<file path="src/rtl/demux_1x8.sv">
// 1-to-8 demux: lane sel carries din, all other lanes zero; 1 cycle latency (REG_OUT=1) or 0 (REG_OUT=0).
// No backpressure: a new din/sel is accepted every cycle, never stalls.
module demux_1x8 #(
    parameter int WIDTH   = 1,
    parameter int REG_OUT = 1
) (
    input  logic                 clk,
    input  logic                 rst_n,
    input  logic [WIDTH-1:0]     din,
    input  logic [2:0]           sel,
    output logic [8*WIDTH-1:0]   y
);

    logic [8*WIDTH-1:0] y_d;

    // Decode and data are combined in one step so din and sel always land together.
    always_comb begin
        y_d = '0;
        for (int k = 0; k < 8; k++) begin
            if (sel == 3'(k)) begin
                y_d[k*WIDTH +: WIDTH] = din;
            end
        end
    end

    if (REG_OUT != 0) begin : g_reg
        logic [8*WIDTH-1:0] y_q;

        always_ff @(posedge clk or negedge rst_n) begin
            if (!rst_n) begin
                y_q <= '0;
            end else begin
                y_q <= y_d;
            end
        end

        assign y = y_q;
    end else begin : g_comb
        // Clock and reset are intentionally ignored in the combinational build.
        logic unused_clk_rst;
        assign unused_clk_rst = clk ^ rst_n;
        assign y = y_d;
    end

endmodule

</file>
<file path="config.mk">
export PLATFORM = sky130hd
export DESIGN_NAME = demux_1x8
export DESIGN_NICKNAME = d
export VERILOG_FILES = /design/src/rtl/demux_1x8.sv
export SDC_FILE = /design/constraint.sdc
export NUM_CORES = 1
export LEC_CHECK = 0
export CAP_MARGIN = 20
export CORE_AREA = 2 2 39 41
export CTS_CLUSTER_SIZE = 10
export DETAILED_ROUTE_END_ITERATION = 10
export DIE_AREA = 0 0 41 43
export HOLD_SLACK_MARGIN = 0.15
export PLACE_DENSITY = 0.57
export SYNTH_ARGS = -nofsm -noshare
export SYNTH_HDL_FRONTEND = slang
export SYNTH_SLANG_ARGS = --single-unit
</file>
<file path="constraint.sdc">
create_clock -name clk -period 0.8 [get_ports clk]
set_input_delay 0.16 -clock clk [delete_from_list [all_inputs] [get_ports clk]]
set_output_delay 0.16 -clock clk [all_outputs]
set_load 0.1 [all_outputs]
</file>
* Word-level counts from Yosys, hierarchy flattened *
Cells that the tools add are included.

operators by class
  eq/ne operators = 7
  mux-type cells = 8
  reduce and logical (&&, ||, !) cells = 1

operator list
  kind                                           count
  == test 3 bit, second input constant           4
  2-to-1 mux 1 bit                               8
  == test 3 x 2 -> 1 bit, second input constant  2
  == test 3 x 1 -> 1 bit, second input constant  1
  logical NOT 3 bit                              1

storage, ports and cells
  register bits = 8
  input bits = 6
  output and inout port bits = 8
  word-level logic and storage cells = 17

* Logic depth before layout (Yosys ltp) *
  depth in word-level cells = 2
  mapped depth = 1
  gate-level depth less buffers = 1

* Least setup slack after synthesis *
Ideal clock, no wire load.

  kind = register to output
  from = reg g_reg.y_q[0] (netlist: y[0])
  to = out y[0]
  arrival = 0.883 ns
  required time = 0.640 ns
  slack = -0.243 ns
  cell stages (with the launch flop) = 1
  buffers on the path = 0
  path through = dfrtp_1

RTL lines
  element                 line  source
  start, declared         27    logic [8*WIDTH-1:0] y_q;
  start signal, assigned  33    y_q <= y_d;
  end, declared           11    output logic [8*WIDTH-1:0] y

No word-level cell between the ends.

* Final worst setup path *
  from = reg g_reg.y_q[3] (netlist: y[3])
  to = out y[3]

No word-level cell between the ends.

==> out/results.tsv <==
metric	value	unit
status	finished with violations	
failed_checks	setup timing	
synth_top_family_by_area	simple AND/OR/NAND/NOR gates	
cts_hold_buf	0	
yosys.area_share.simple	0.3249	
nNetsFinal	41	
numCtsBuffers	3	
synth_xor_area_frac	0	
cts_root_buf	clkbuf_4	
postCtsSetupRepairBufs	0	
post-route-period-util	1.322	
tightest_slew	0.2106	ns
yosysWarningCount	0	
synthCells	16	
powerDensity	1535	nW/um2
post_dp_cell_area	576.8	um2
dp.cells	46	
mostFrequentLayoutCell	buf_12	
critical_path.cell_chain	buf_12	
worst-path-buf-inv	1	
final_util	0.4295	
clock_path_buffers	2	
pin_count	14	
max_clock_freq	945.8	MHz
routedWlPerCell	10.16	um
die_h	43	um
synth_seq_cells	8	
largest_reg_flops	8	
layout_setup_ws	-0.2573	ns
drt_first_pass_iters	1	
die_w	41	um
io_buffers	13	
num_vias	219	
rsz0062_at_grt	yes	
crit_type	reg2out	
synth_top_area_cell	dfrtp_1	
startpoint_type	flip-flop	
route.detailed.drc	0	
synth-compound-area-share	0	
grt_pass1_wl	717	um
cp.required	0.64	ns
syn_nets	22	
overflow	0	
route.antenna.remaining_nets	0	
gp_congestion	0.7274	
critical_path.top_delay_family	flip-flops	
instances_no_fill	49	
hold_violations	0	
ctsHtreeMaxLevel	1	
grt_max_degree	9	
switching_share	0.2658	
worstPathArrival	0.90	ns
hp-class	in2async	
setup-violations-final	8	
cts_tree	done	
ys_seq_area_frac	0.6751	
clock_sinks	8	
internal_power	0.6700	mW
wl	498	um
fill_cells	130	
pwr-share-clk	0.323	
critPathMaxStageDelay	0.48	ns
rows	14	
cap_viol_max_count	0	
drt_iter0_markers	0	
coreArea	1384	um2
drive_gt1_frac	0.8485	
worst_setup_path_end_kind	primary output	
synthesis.area	296.5	um2
avgSynthCellArea	18.53	um2
combPwrFrac	0.205	
synth_top_area_share	0.6751	
multiInputGateArea	96.34	um2
cts.clk_slew.worst_paths	0.05	ns
antenna_found_initial	0	
synth_adder_area_share	0	
num_antenna_cells	0	
p_seq_frac	0.471	
track_usage	0.07245	
p_leak	0.2428	nW
grt_pass1_vias	175	
final-seq-area	230.2	um2
drv_slew	0	
syn_to_final_growth	100.4	%
final_area	594.3	um2
power_switching	0.2425	mW
yosysUniqueCellTypes	5	
synthMuxAreaShare	0	
timing.final.crit_period	1.057	ns
die_area	1763	um2
cp_slowest_cell	dfrtp_4	
worstPathMaxFanout	1	
slew-limit-headroom	0.8596	
avgViaCountPerCell	4.469	
hpwl	407.9	um
synthTopCellsByArea	dfrtp_1, and4bb_2, and4b_2	
vdd_drop_max	641.7	uV
initial_utilization	0.2143	
final_cell_mix	buf_12, dfrtp_4, dlygate4sd2_1	
## through the flow
stage          setup TNS (ns)  hold WS, ns  power, mW  worst slack [ns]
2_1_floorplan               0      -0.1356     0.5268           0.04777
6_report               -2.011       0.2251     0.9125           -0.2573
3_5_place_dp           -2.531       0.4879     0.6352           -0.3461
5_1_grt                -2.208       0.2155     0.9559           -0.2824
4_1_cts                -2.114       0.2216     0.9284           -0.2684
3_3_place_gp           -2.282       0.4891     0.6317           -0.3083
## Yosys cell counts
| library cell | count |
|---|---|
| dfrtp_1 | 8 |
| and4b_2 | 3 |
| and4bb_2 | 3 |
| and4_2 | 1 |
| nor4b_2 | 1 |
## final cells by class
| type | instances | share of cell area |
|---|---|---|
| flip-flops and latches | 8 | 0.3874 |
| repair buffers | 14 | 0.3789 |
| multi-input cells | 8 | 0.1621 |
| clock buffers | 3 | 0.03789 |
| well taps | 16 | 0.03368 |
## per-layer routing
metal | wire length [um] | GRT usage
met4 | 0 | 0.1200
met2 | 285 | 0.09063
met5 | 0 | 0
met3 | 42 | 0.03141
met1 | 170 | 0.06102
## repair_timing
item | CTS | global route
setup endpoints to repair | 16 | 8
gates resized for setup | 4 | 0
pin swaps | 0 | 0
## power by group through the flow
stage	registers, mW	clock network [mW]	logic (mW)
after detailed placement	0.439	0	0.196
after floorplan	0.511	0	0.0157
after CTS	0.431	0.309	0.189
after global routing	0.430	0.329	0.196
final	0.430	0.295	0.187
after global placement	0.438	0	0.193
## worst paths after layout
path	from	end	slack, ns	depth (start not counted)
max	y[3]	y[3]	-0.26	1
min	rst_n	y[3]	0.23	2
max in group asynchronous	rst_n	y[1]	0.46	2
min in group clk	sel[0]	y[0]	0.34	2
## cells by family (layout without fill, tap and decap cells)
group / Yosys count / after routing
flip-flops: 8 / 8
AND/OR/NAND/NOR: 8 / 8
buffers and inverters: 0 / 17
No activity file was read; power rests on OpenSTA's default activity.
